File: config.mk
export PLATFORM = sky130hd
export DESIGN_NAME = cook_timer
export DESIGN_NICKNAME = d
export VERILOG_FILES = /design/src/rtl/cook_timer.sv
export SDC_FILE = /design/constraint.sdc
export NUM_CORES = 1
export LEC_CHECK = 0
export CAP_MARGIN = 20
export CORE_MARGIN = 2
export CORE_UTILIZATION = 50
export CTS_CLUSTER_DIAMETER = 100
export DETAILED_ROUTE_END_ITERATION = 10
export HOLD_SLACK_MARGIN = 0.03
export PLACE_DENSITY = 0.74
export SLEW_MARGIN = 25
export SYNTH_ARGS = -nofsm -noshare
export SYNTH_HDL_FRONTEND = slang
export SYNTH_SLANG_ARGS = --single-unit
File: constraint.sdc
create_clock -name clk -period 6 [get_ports clk]
set_input_delay 0.6 -clock clk [delete_from_list [all_inputs] [get_ports clk]]
set_output_delay 0.6 -clock clk [all_outputs]
set_load 0.05 [all_outputs]
File: src/rtl/cook_timer.sv
// Kitchen cook timer: BCD MM:SS countdown driven by a 1 Hz tick, with
// add-time buttons, start/pause/cancel, door interlock and a done state.
module cook_timer #(
    parameter int unsigned QUICK_SEC = 30
) (
    input  logic       clk,
    input  logic       reset,
    input  logic       tick_1hz_in,
    input  logic       btn_add_min,
    input  logic       btn_add_10s,
    input  logic       btn_start,
    input  logic       btn_stop,
    input  logic       btn_clear,
    input  logic       door_open,
    output logic [3:0] min_tens,
    output logic [3:0] min_ones,
    output logic [3:0] sec_tens,
    output logic [3:0] sec_ones,
    output logic [1:0] state,
    output logic       running,
    output logic       done
);

    localparam logic [3:0] QuickTens = 4'(QUICK_SEC / 10);
    localparam logic [3:0] QuickOnes = 4'(QUICK_SEC % 10);

    typedef enum logic [1:0] {
        StIdle  = 2'd0,
        StRun   = 2'd1,
        StPause = 2'd2,
        StDone  = 2'd3
    } state_e;

    state_e     state_q, state_d;
    logic [3:0] min_tens_q, min_ones_q, sec_tens_q, sec_ones_q;
    logic [3:0] min_tens_d, min_ones_d, sec_tens_d, sec_ones_d;
    logic       running_q, done_q;
    logic       door_q;

    logic       sync1_q, sync2_q, sync3_q;
    logic       vld1_q, vld2_q, armed_q;
    logic       tick;
    logic       door_rise;
    logic       time_zero, time_one;

    // Results of the three time arithmetic operations.
    logic [3:0] a10_mt, a10_mo, a10_st, a10_so;
    logic [3:0] am_mt, am_mo, am_st, am_so;
    logic [3:0] dec_mt, dec_mo, dec_st, dec_so;

    // Synchronize the 1 Hz input and qualify edges; vld/armed stop an input that is
    // already high at reset release from counting as a rising edge.
    always_ff @(posedge clk or posedge reset) begin
        if (reset) begin
            sync1_q <= 1'b0;
            sync2_q <= 1'b0;
            sync3_q <= 1'b0;
            vld1_q  <= 1'b0;
            vld2_q  <= 1'b0;
            armed_q <= 1'b0;
        end else begin
            sync1_q <= tick_1hz_in;
            sync2_q <= sync1_q;
            sync3_q <= sync2_q;
            vld1_q  <= 1'b1;
            vld2_q  <= vld1_q;
            armed_q <= armed_q | (vld2_q & ~sync2_q);
        end
    end

    assign tick      = armed_q & sync2_q & ~sync3_q;
    assign door_rise = door_open & ~door_q;

    assign time_zero = (min_tens_q == 4'd0) && (min_ones_q == 4'd0) &&
                       (sec_tens_q == 4'd0) && (sec_ones_q == 4'd0);
    assign time_one  = (min_tens_q == 4'd0) && (min_ones_q == 4'd0) &&
                       (sec_tens_q == 4'd0) && (sec_ones_q == 4'd1);

    // +10 seconds with carry into minutes, saturating at 99:59.
    always_comb begin
        a10_mt = min_tens_q;
        a10_mo = min_ones_q;
        a10_st = sec_tens_q;
        a10_so = sec_ones_q;
        if ((min_tens_q == 4'd9) && (min_ones_q == 4'd9) && (sec_tens_q == 4'd5)) begin
            a10_st = 4'd5;
            a10_so = 4'd9;
        end else if (sec_tens_q != 4'd5) begin
            a10_st = sec_tens_q + 4'd1;
        end else begin
            a10_st = 4'd0;
            if (min_ones_q == 4'd9) begin
                a10_mo = 4'd0;
                a10_mt = min_tens_q + 4'd1;
            end else begin
                a10_mo = min_ones_q + 4'd1;
            end
        end
    end

    // +1 minute, saturating at 99:59.
    always_comb begin
        am_mt = min_tens_q;
        am_mo = min_ones_q;
        am_st = sec_tens_q;
        am_so = sec_ones_q;
        if ((min_tens_q == 4'd9) && (min_ones_q == 4'd9)) begin
            am_st = 4'd5;
            am_so = 4'd9;
        end else if (min_ones_q == 4'd9) begin
            am_mo = 4'd0;
            am_mt = min_tens_q + 4'd1;
        end else begin
            am_mo = min_ones_q + 4'd1;
        end
    end

    // -1 second with BCD borrow; only used when time is nonzero.
    always_comb begin
        dec_mt = min_tens_q;
        dec_mo = min_ones_q;
        dec_st = sec_tens_q;
        dec_so = sec_ones_q;
        if (sec_ones_q != 4'd0) begin
            dec_so = sec_ones_q - 4'd1;
        end else if (sec_tens_q != 4'd0) begin
            dec_st = sec_tens_q - 4'd1;
            dec_so = 4'd9;
        end else begin
            dec_st = 4'd5;
            dec_so = 4'd9;
            if (min_ones_q != 4'd0) begin
                dec_mo = min_ones_q - 4'd1;
            end else begin
                dec_mo = 4'd9;
                dec_mt = min_tens_q - 4'd1;
            end
        end
    end

    // Next state and time; one prioritized event acts per cycle.
    always_comb begin
        state_d    = state_q;
        min_tens_d = min_tens_q;
        min_ones_d = min_ones_q;
        sec_tens_d = sec_tens_q;
        sec_ones_d = sec_ones_q;
        unique case (state_q)
            StIdle: begin
                if (btn_clear) begin
                    min_tens_d = 4'd0;
                    min_ones_d = 4'd0;
                    sec_tens_d = 4'd0;
                    sec_ones_d = 4'd0;
                end else if (btn_start && !door_open) begin
                    state_d = StRun;
                    if (time_zero) begin
                        sec_tens_d = QuickTens;
                        sec_ones_d = QuickOnes;
                    end
                end else if (btn_add_min) begin
                    min_tens_d = am_mt;
                    min_ones_d = am_mo;
                    sec_tens_d = am_st;
                    sec_ones_d = am_so;
                end else if (btn_add_10s) begin
                    min_tens_d = a10_mt;
                    min_ones_d = a10_mo;
                    sec_tens_d = a10_st;
                    sec_ones_d = a10_so;
                end
            end
            StRun: begin
                if (btn_clear) begin
                    state_d    = StIdle;
                    min_tens_d = 4'd0;
                    min_ones_d = 4'd0;
                    sec_tens_d = 4'd0;
                    sec_ones_d = 4'd0;
                end else if (btn_stop || door_open) begin
                    state_d = StPause;
                end else if (tick) begin
                    if (time_one) begin
                        state_d = StDone;
                    end
                    min_tens_d = dec_mt;
                    min_ones_d = dec_mo;
                    sec_tens_d = dec_st;
                    sec_ones_d = dec_so;
                end
            end
            StPause: begin
                if (btn_clear || btn_stop) begin
                    state_d    = StIdle;
                    min_tens_d = 4'd0;
                    min_ones_d = 4'd0;
                    sec_tens_d = 4'd0;
                    sec_ones_d = 4'd0;
                end else if (btn_start && !door_open) begin
                    state_d = StRun;
                end else if (btn_add_min) begin
                    min_tens_d = am_mt;
                    min_ones_d = am_mo;
                    sec_tens_d = am_st;
                    sec_ones_d = am_so;
                end else if (btn_add_10s) begin
                    min_tens_d = a10_mt;
                    min_ones_d = a10_mo;
                    sec_tens_d = a10_st;
                    sec_ones_d = a10_so;
                end
            end
            StDone: begin
                // Only a fresh door opening leaves DONE, not a door that was already open.
                if (btn_start || btn_stop || btn_clear || door_rise) begin
                    state_d = StIdle;
                end
            end
            default: state_d = StIdle;
        endcase
    end

    // FSM state, time digits and registered status outputs.
    always_ff @(posedge clk or posedge reset) begin
        if (reset) begin
            state_q    <= StIdle;
            min_tens_q <= 4'd0;
            min_ones_q <= 4'd0;
            sec_tens_q <= 4'd0;
            sec_ones_q <= 4'd0;
            running_q  <= 1'b0;
            done_q     <= 1'b0;
            door_q     <= 1'b0;
        end else begin
            state_q    <= state_d;
            min_tens_q <= min_tens_d;
            min_ones_q <= min_ones_d;
            sec_tens_q <= sec_tens_d;
            sec_ones_q <= sec_ones_d;
            running_q  <= (state_d == StRun);
            done_q     <= (state_d == StDone);
            door_q     <= door_open;
        end
    end

    assign min_tens = min_tens_q;
    assign min_ones = min_ones_q;
    assign sec_tens = sec_tens_q;
    assign sec_ones = sec_ones_q;
    assign state    = state_q;
    assign running  = running_q;
    assign done     = done_q;

endmodule

==> impl_metrics.env, run 1 <==
export IMPL_synthArstFlopShare=1.00
export IMPL_clock_tree_buffer_depth=2
export IMPL_crit_arrival_ns=2.91
export IMPL_outcome="complete, no violations"
export IMPL_hold_class="flop to flop"
export IMPL_worstRegToRegCells=8
export IMPL_whs_path_depth=0
export IMPL_cp_slowest_stage_delay_ns=0.56
export IMPL_combPwrFrac=0.634
export IMPL_power_w=0.00114
export IMPL_period_share=0.451
export IMPL_synth_xor_area_share=0.00840
export IMPL_power_frac_clock=0.098
export IMPL_ys_types=55
export IMPL_stdcell_area_sq_um=2420
export IMPL_hold_viol=0
export IMPL_r2r_start="sec_tens[0]"
export IMPL_syn_inst=250
export IMPL_synth_simple_area_share=0.248
export IMPL_slew_violations=0
export IMPL_htree_levels=1
export IMPL_setup_violations=0
export IMPL_syn_to_final_growth_pct=16.2
export IMPL_min_to="sync2_q"
export IMPL_end_kind="flop"
export IMPL_synth_top_family_by_area="compound AO/OA/AOI/OAI gates"
export IMPL_cp_max_fo=20
export IMPL_p_leak_nw=1.02
export IMPL_tns_ns=0
export IMPL_antenna_found_initial=0
export IMPL_clock_sinks=27
export IMPL_layout_nets=298
export IMPL_r2r_end="sec_tens[3]"
export IMPL_vias=1940
export IMPL_layout_cells_non_filler=322
export IMPL_intPower_w=0.000541
export IMPL_switching_share=0.526
export IMPL_totalWireLength_um=4980
export IMPL_syn_nets=275
export IMPL_skew_ns=0.00794
export IMPL_slew_headroom=0.526
export IMPL_grt_max_degree=28
export IMPL_seq_area_frac_synth=0.324
export IMPL_gp_congestion=0.922
export IMPL_die_width_um=68.6
export IMPL_cts_hold_fix_buffers=0
export IMPL_n_antenna_cell=0
export IMPL_cts_setup_buffers=0
export IMPL_ys_seq_elements=27
export IMPL_fp_dieH_um=68.6
export IMPL_wl_per_cell_um=15.5
export IMPL_synth_edff_count=0
export IMPL_crit_slowest_cell="clkdlybuf4s50_1"
export IMPL_grtUsageTotal=0.227
export IMPL_pin_count=29
export IMPL_max_freq_mhz=369
export IMPL_synth_area_top_cells="dfrtp_1 (32%), ha_1 (9.6%), a21oi_1 (5.0%)"
export IMPL_dp_cells=318
export IMPL_cts_resized=0
export IMPL_cp_top_family="simple AND/OR/NAND/NOR gates"
export IMPL_drive_above_1_share=0.0478
export IMPL_cts_buffers=3
export IMPL_die_area_sq_um=4700
export IMPL_cts_reportedPaths_clkPinSlew_ns=0.11
export IMPL_mostFrequentLayoutCells="clkdlybuf4s50_1 (28), dfrtp_1 (27), nor2_1 (26)"
export IMPL_synthesis_area_sq_um=2090
export IMPL_drc_errors=0
export IMPL_port_buffers=28
export IMPL_syn_area_per_cell_sq_um=8.34
export IMPL_ys_flop_type="dfrtp_1"
export IMPL_cts_tree="built"
export IMPL_worstPathRequired_ns=6.21
export IMPL_start_util=0.521
export IMPL_vias_per_cell=6.02
export IMPL_synth_warnings=0
export IMPL_core_sq_um=4000
export IMPL_pwr_share_seq=0.269
export IMPL_drt_iter0_markers=180
export IMPL_first_global_vias=1797
export IMPL_hold_slack_ns=0.361
export IMPL_grt_pass1_wl_um=8170
export IMPL_switchingPower_w=0.000599
export IMPL_rsz0062_at_grt="no"
export IMPL_synth_mux_area_frac=0.0108
export IMPL_worst_pin_slew_ns=0.709
export IMPL_root_buffer="clkbuf_8"
export IMPL_synth_top_cell_area_share=0.324
export IMPL_r2r_slack_ns=3.32
export IMPL_cap_violations=0
export IMPL_synth_area_leader_cell="dfrtp_1"
export IMPL_crit_type="primary input to flop"
export IMPL_synth_compound_area_frac=0.254
export IMPL_vdd_ir_drop_worst_mv=0.232
export IMPL_grt_overflow=0
export IMPL_rows=23
export IMPL_firstDrtPassIters=4
export IMPL_clk_latency_ns=0.28
export IMPL_mostFrequentLayoutCell="clkdlybuf4s50_1"
export IMPL_critical_path_buf_inv_count=1
export IMPL_dp_hpwl_um=3540
export IMPL_start_kind="primary input"
export IMPL_antenna_left=0
export IMPL_synthAdderAreaFrac=0.0960
export IMPL_powerDensity_nw_per_um2=470
export IMPL_placed_cell_area_sq_um=2370
export IMPL_hold_start="sync1_q"
export IMPL_fin_crit_ns=2.71
export IMPL_path_cells="clkdlybuf4s50_1, nor2b_1, nand2_1, a31oi_1, o21ai_0, a21oi_1, a2bb2oi_1"
## power by group through the flow
stage / clock (W) / sequential [W] / combinational (W)
after CTS: 0.000113 / 0.000305 / 0.000719
after detailed placement: 0 / 0.000308 / 0.000715
final: 0.000111 / 0.000306 / 0.000723
after global placement: 0 / 0.000309 / 0.000709
after global routing: 0.000117 / 0.000319 / 0.000792
after floorplan: 0 / 0.000426 / 0.000412
## how the worst max path moves through the flow
stage	from	to	slack [ns]	depth (start not counted)
CTS	sec_tens[0]	sec_tens[3]	3.31	8
global placement	btn_clear	sec_tens[3]	3.12	7
global route	sec_tens[0]	sec_tens[3]	3.09	8
finish	btn_clear	sec_ones[3]	3.29	7
detailed placement	btn_clear	sec_ones[3]	3.05	7
floorplan	sec_tens[0]	sec_tens[3]	3.48	9
## through the flow
| step | setup WS (ns) | utilization |
|---|---|---|
| after global placement | 3.12 | 0.594 |
| final | 3.29 | 0.606 |
| after CTS | 3.31 | 0.606 |
| after detailed placement | 3.05 | 0.594 |
| after global routing | 3.09 | 0.606 |
| after floorplan | 3.48 | - |
## registers in the layout (all words and copies together) (netlist names)
| name | flops |
|---|---|
| sec_tens | 4 |
| sync3_q | 1 |
| running | 1 |
| state | 2 |
| vld2_q | 1 |
| min_tens | 4 |
| door_q | 1 |
| done | 1 |
| vld1_q | 1 |
| armed_q | 1 |
| min_ones | 4 |
| sec_ones | 4 |
| sync1_q | 1 |
| sync2_q | 1 |
## cell usage after synthesis (all sizes together) (2+ instances only)
| cell | n |
|---|---|
| a21o | 4 |
| a21oi | 22 |
| a22o | 2 |
| a31oi | 8 |
| a41oi | 2 |
| and2 | 3 |
| and3 | 2 |
| and3b | 3 |
| buf | 6 |
| clkbuf | 4 |
| dfrtp | 27 |
| ha | 16 |
| inv | 17 |
| mux2 | 2 |
| nand2 | 20 |
| nand2b | 6 |
| nand3 | 7 |
| nand4 | 3 |
| nand4b | 2 |
| nor2 | 26 |
| nor2b | 4 |
| nor3 | 10 |
| nor3b | 4 |
| o211ai | 3 |
| o21a | 2 |
| o21ai | 16 |
| o22ai | 2 |
| o31ai | 6 |
| o32ai | 2 |
## logic make-up after synthesis
family	after synthesis
xor gates and xnor gates	2
muxes	2
other	1
DFF	27
buffers and inverters	27
adders and majority gates	16
AOI/OAI and AO/OA	80
and+or+nand+nor	95
## layout make-up
class	count	area (sq um)
Timing Repair Buffer	28	280
Inverter	17	63.8
Clock buffer	3	41.3
Sequential cell	27	676
Multi-Input combinational cell	196	1290
Clock inverter	1	7.51
Fill cell	358	1580
Tap cell	50	62.6
## per-layer routing
layer	vias up	part of all wire	global-route usage
li1	949	-	-
met1	933	0.48	0.318
met2	49	0.48	0.381
met3	9	0.034	0.0195
met4	0	0.012	0.0500
met5	-	0	0
Power figures use the tool's default switching activity.
==> inputs of run 2 (changes only) <==
- PLACE_DENSITY: 0.74 -> 0.77
- clock period: 6 -> 2.4 ns (I/O delays scaled with it)
==> impl_metrics.env, run 2 (synthesis gave the netlist of run 1 again) <==
export IMPL_layout_nets=329
export IMPL_worst_pin_slew_ns=0.504
export IMPL_fp_dieH_um=68.6
export IMPL_cp_max_fo=8
export IMPL_hold_viol=0
export IMPL_max_freq_mhz=446
export IMPL_die_area_sq_um=4700
export IMPL_setup_violations=0
export IMPL_p_leak_nw=1.16
export IMPL_cp_startpoint="min_tens[1]"
export IMPL_mostFrequentLayoutCells="buf_4 (31), clkdlybuf4s50_1 (28), nor2_1 (26)"
export IMPL_grt_max_degree=28
export IMPL_clock_tree_buffer_depth=2
export IMPL_htree_levels=1
export IMPL_cts_reportedPaths_clkPinSlew_ns=0.10
export IMPL_port_buffers=28
export IMPL_tns_ns=0
export IMPL_vdd_ir_drop_worst_mv=0.677
export IMPL_pin_count=29
export IMPL_core_sq_um=4000
export IMPL_clock_sinks=27
export IMPL_start_util=0.521
export IMPL_dp_hpwl_um=3990
export IMPL_hold_slack_ns=0.314
export IMPL_cts_hold_fix_buffers=0
export IMPL_cts_buffers=3
export IMPL_antenna_left=0
export IMPL_rsz0062_at_grt="no"
export IMPL_start_kind="flop"
export IMPL_syn_to_final_growth_pct=27.8
export IMPL_vias=2096
export IMPL_worstPathRequired_ns=2.58
export IMPL_worstRegToRegCells=9
export IMPL_r2r_slack_ns=0.16
export IMPL_cap_violations=0
export IMPL_antenna_found_initial=0
export IMPL_drt_iter0_markers=109
export IMPL_gp_congestion=0.929
export IMPL_vias_per_cell=5.94
export IMPL_crit_type="flop to flop"
export IMPL_worstSetupEndpoint="sec_tens[3]"
export IMPL_end_kind="flop"
export IMPL_skew_ns=0.00606
export IMPL_drive_above_1_share=0.158
export IMPL_r2r_end="sec_tens[3]"
export IMPL_grt_pass1_wl_um=8570
export IMPL_totalWireLength_um=5360
export IMPL_root_buffer="clkbuf_8"
export IMPL_rows=23
export IMPL_outcome="complete, no violations"
export IMPL_hold_class="primary input to asynchronous set/reset pin"
export IMPL_r2r_start="min_tens[1]"
export IMPL_firstDrtPassIters=4
export IMPL_cts_tree="built"
export IMPL_crit_arrival_ns=2.42
export IMPL_wl_per_cell_um=15.2
export IMPL_mostFrequentLayoutCell="buf_4"
export IMPL_slew_violations=0
export IMPL_fillers=367
export IMPL_period_share=0.935
export IMPL_drc_errors=0
export IMPL_die_width_um=68.6
export IMPL_powerDensity_nw_per_um2=1170
export IMPL_n_antenna_cell=0
export IMPL_clk_latency_ns=0.28
export IMPL_first_global_vias=1842
export IMPL_final_core_util=0.666
export IMPL_slew_headroom=0.663
export IMPL_grtUsageTotal=0.240
export IMPL_grt_overflow=0
export IMPL_fin_crit_ns=2.24
run 2: power breakdown:
group / internal, W / leakage, nW / total, W / switching [W]
Clock: 0.000118 / 0.0217 / 0.000270 / 0.000152
Sequential: 0.000571 / 0.341 / 0.000708 / 0.000137
Combinational: 0.000889 / 0.801 / 0.00215 / 0.00126
Total: 0.00158 / 1.16 / 0.00313 / 0.00155
run 2: worst min path at each step:
stage                          from  slack [ns]          end
after global routing         vld1_q        0.36       vld2_q
final                         reset        0.31  min_tens[2]
after detailed placement    sync1_q        0.34      sync2_q
after floorplan           door_open        0.27       door_q
after global placement      sync1_q        0.33      sync2_q
after CTS                     reset        0.32  min_tens[2]
run 2: metal layers:
metal  share of wire  GRT usage  up-vias
met5               0          0        -
met4           0.018     0.0750        0
met2            0.48      0.389       71
li1                -          -     1013
met3           0.041     0.0276       13
met1            0.46      0.333      999
run 2: critical path: stages (launching register included):
cell     delay, ns
dfrtp_1       0.39
inv_1         0.10
ha_1          0.14
nor3b_1       0.26
buf_4         0.17
a41oi_1       0.09
or4_4         0.47
a21oi_4       0.22
o21ai_1       0.10
a22o_1        0.18
run 2: final cells by class:
cell class                      count  area (sq um)  share of cell area
Clock buffer                        3          41.3              0.0155
Multi-Input combinational cell    196          1300               0.486
Inverter                           17          63.8              0.0239
Clock inverter                      1          7.51             0.00282
Sequential cell                    27           681               0.255
Tap cell                           50          62.6              0.0235
Timing Repair Buffer               59           513               0.192
run 2: timing repair:
action | in CTS | in global routing
gates resized for setup | 0 | 1
buffers inserted | 0 | 2
hold endpoints to repair | 0 | 0
setup endpoints to repair | 0 | 3
run 2: through the flow:
step / total power [W] / std cells / cell area (sq um) / setup WS (ns)
final: 0.00313 / 353 / 2670 / 0.157
after global routing: 0.00334 / 353 / 2670 / 0.00207
after CTS: 0.00308 / 351 / 2650 / 0.0615
after detailed placement: 0.00279 / 347 / 2600 / 0.0306
after global placement: 0.00276 / 347 / 2600 / 0.0937
after floorplan: 0.00210 / 250 / 2090 / 0.00940
==> inputs of run 3 (changes only) <==
- CELL_PAD_IN_SITES_DETAIL_PLACEMENT: default -> 2
- CELL_PAD_IN_SITES_GLOBAL_PLACEMENT: default -> 2
- CORE_UTILIZATION: 50 -> 30
- CTS_CLUSTER_SIZE: default -> 28
- PLACE_DENSITY: 0.77 -> default
- PLACE_DENSITY_LB_ADDON: default -> 0.1
==> impl_metrics.env, run 3 (synthesis gave the netlist of run 1 again) <==
export IMPL_htree_levels=1
export IMPL_intPower_w=0.00163
export IMPL_drc_errors=0
export IMPL_setup_violations=0
export IMPL_pwr_share_seq=0.205
export IMPL_cap_violations=0
export IMPL_rsz0062_at_grt="no"
export IMPL_core_sq_um=6760
export IMPL_hold_class="primary input to asynchronous set/reset pin"
export IMPL_crit_type="flop to flop"
export IMPL_vdd_ir_drop_worst_mv=0.422
export IMPL_r2r_start="min_ones[1]"
export IMPL_outcome="complete, no violations"
export IMPL_slew_violations=0
export IMPL_mostFrequentLayoutCells="buf_4 (38), clkdlybuf4s50_1 (28), nor2_1 (26)"
export IMPL_totalWireLength_um=6960
export IMPL_cp_startpoint="min_ones[1]"
export IMPL_switching_share=0.502
export IMPL_rows=30
export IMPL_syn_to_final_growth_pct=32.4
export IMPL_combPwrFrac=0.707
export IMPL_grt_max_degree=28
export IMPL_antenna_left=0
export IMPL_drive_above_1_share=0.181
export IMPL_clock_tree_buffer_depth=2
export IMPL_worstPathRequired_ns=2.58
export IMPL_cts_hold_fix_buffers=0
export IMPL_cts_buffers=3
export IMPL_start_kind="flop"
export IMPL_r2r_end="sec_tens[3]"
export IMPL_grtUsageTotal=0.191
export IMPL_firstDrtPassIters=4
export IMPL_grt_pass1_wl_um=11400
export IMPL_hold_viol=0
export IMPL_fin_crit_ns=2.22
export IMPL_first_global_vias=2283
export IMPL_max_freq_mhz=451
export IMPL_slew_headroom=0.648
export IMPL_drt_iter0_markers=56
export IMPL_power_frac_clock=0.088
export IMPL_switchingPower_w=0.00164
export IMPL_root_buffer="clkbuf_8"
export IMPL_pin_count=29
export IMPL_cts_reportedPaths_clkPinSlew_ns=0.11
export IMPL_period_share=0.924
export IMPL_n_antenna_cell=0
export IMPL_die_width_um=87.4
export IMPL_dp_cells=386
export IMPL_crit_arrival_ns=2.40
export IMPL_worstRegToRegCells=8
export IMPL_p_leak_nw=1.21
export IMPL_hold_slack_ns=0.330
export IMPL_grt_overflow=0
export IMPL_end_kind="flop"
export IMPL_skew_ns=0.00247
export IMPL_worstSetupEndpoint="sec_tens[3]"
export IMPL_cp_max_fo=9
export IMPL_worst_pin_slew_ns=0.523
export IMPL_tns_ns=0
export IMPL_powerDensity_nw_per_um2=1190
export IMPL_layout_nets=336
export IMPL_die_area_sq_um=7640
export IMPL_cts_resized=0
export IMPL_clock_sinks=27
export IMPL_mostFrequentLayoutCell="buf_4"
export IMPL_start_util=0.309
export IMPL_fp_dieH_um=87.4
export IMPL_cts_setup_buffers=0
export IMPL_layout_cells_non_filler=390
export IMPL_dp_hpwl_um=5510
export IMPL_cts_tree="built"
export IMPL_vias=2115
export IMPL_port_buffers=28
export IMPL_antenna_found_initial=0
export IMPL_r2r_slack_ns=0.18
export IMPL_clk_latency_ns=0.28
export IMPL_vias_per_cell=5.42
export IMPL_power_w=0.00327
export IMPL_gp_congestion=0.772
export IMPL_wl_per_cell_um=17.9
-- run 3: worst min-delay path by stage --
stage / start / to / slack (ns) / cells after the start
floorplan: door_open / door_q / 0.27 / 0
global placement: vld1_q / vld2_q / 0.33 / 0
detailed placement: vld1_q / vld2_q / 0.34 / 0
CTS: reset / running / 0.33 / 3
global route: reset / running / 0.37 / 3
finish: reset / running / 0.33 / 3
-- run 3: worst max-delay path, cell delays in order (launching register included) --
cell	delay, ns
dfrtp_2	0.41
inv_1	0.11
ha_1	0.19
nor3b_4	0.25
a41oi_1	0.13
or4_4	0.48
a21oi_4	0.24
o21ai_1	0.11
a22o_1	0.19
-- run 3: final cells by class --
class,count,area [sq um]
Clock inverter,1,8.76
Multi-Input combinational cell,196,1300
Fill cell,787,4000
Clock buffer,3,41.3
Tap cell,80,100
Timing Repair Buffer,66,566
Inverter,17,63.8
Sequential cell,27,681
-- run 3: routing by layer --
| layer | vias up | GRT usage | routed length [um] |
|---|---|---|---|
| met5 | - | 0 | 0 |
| met4 | 0 | 0.0336 | 43 |
| met3 | 4 | 0.0265 | 150 |
| met2 | 27 | 0.342 | 3540 |
| met1 | 1063 | 0.244 | 3230 |
| li1 | 1021 | - | - |
-- run 3: per-stage QoR --
| stage | area (sq um) | utilization | setup slack (ns) |
|---|---|---|---|
| after floorplan | 2090 | - | 0.00940 |
| after global placement | 2700 | 0.400 | 0.135 |
| after detailed placement | 2700 | 0.400 | 0.0591 |
| after CTS | 2750 | 0.407 | 0.0535 |
| after global routing | 2760 | 0.409 | 0.0128 |
| final | 2760 | 0.409 | 0.182 |
-- run 3: power groups by stage --
stage | logic [W] | clock network, W | registers, W
floorplan | 0.00103 | 0 | 0.00107
global placement | 0.00227 | 0 | 0.000672
detailed placement | 0.00231 | 0 | 0.000681
CTS | 0.00233 | 0.000302 | 0.000672
global route | 0.00253 | 0.000323 | 0.000688
finish | 0.00231 | 0.000289 | 0.000671
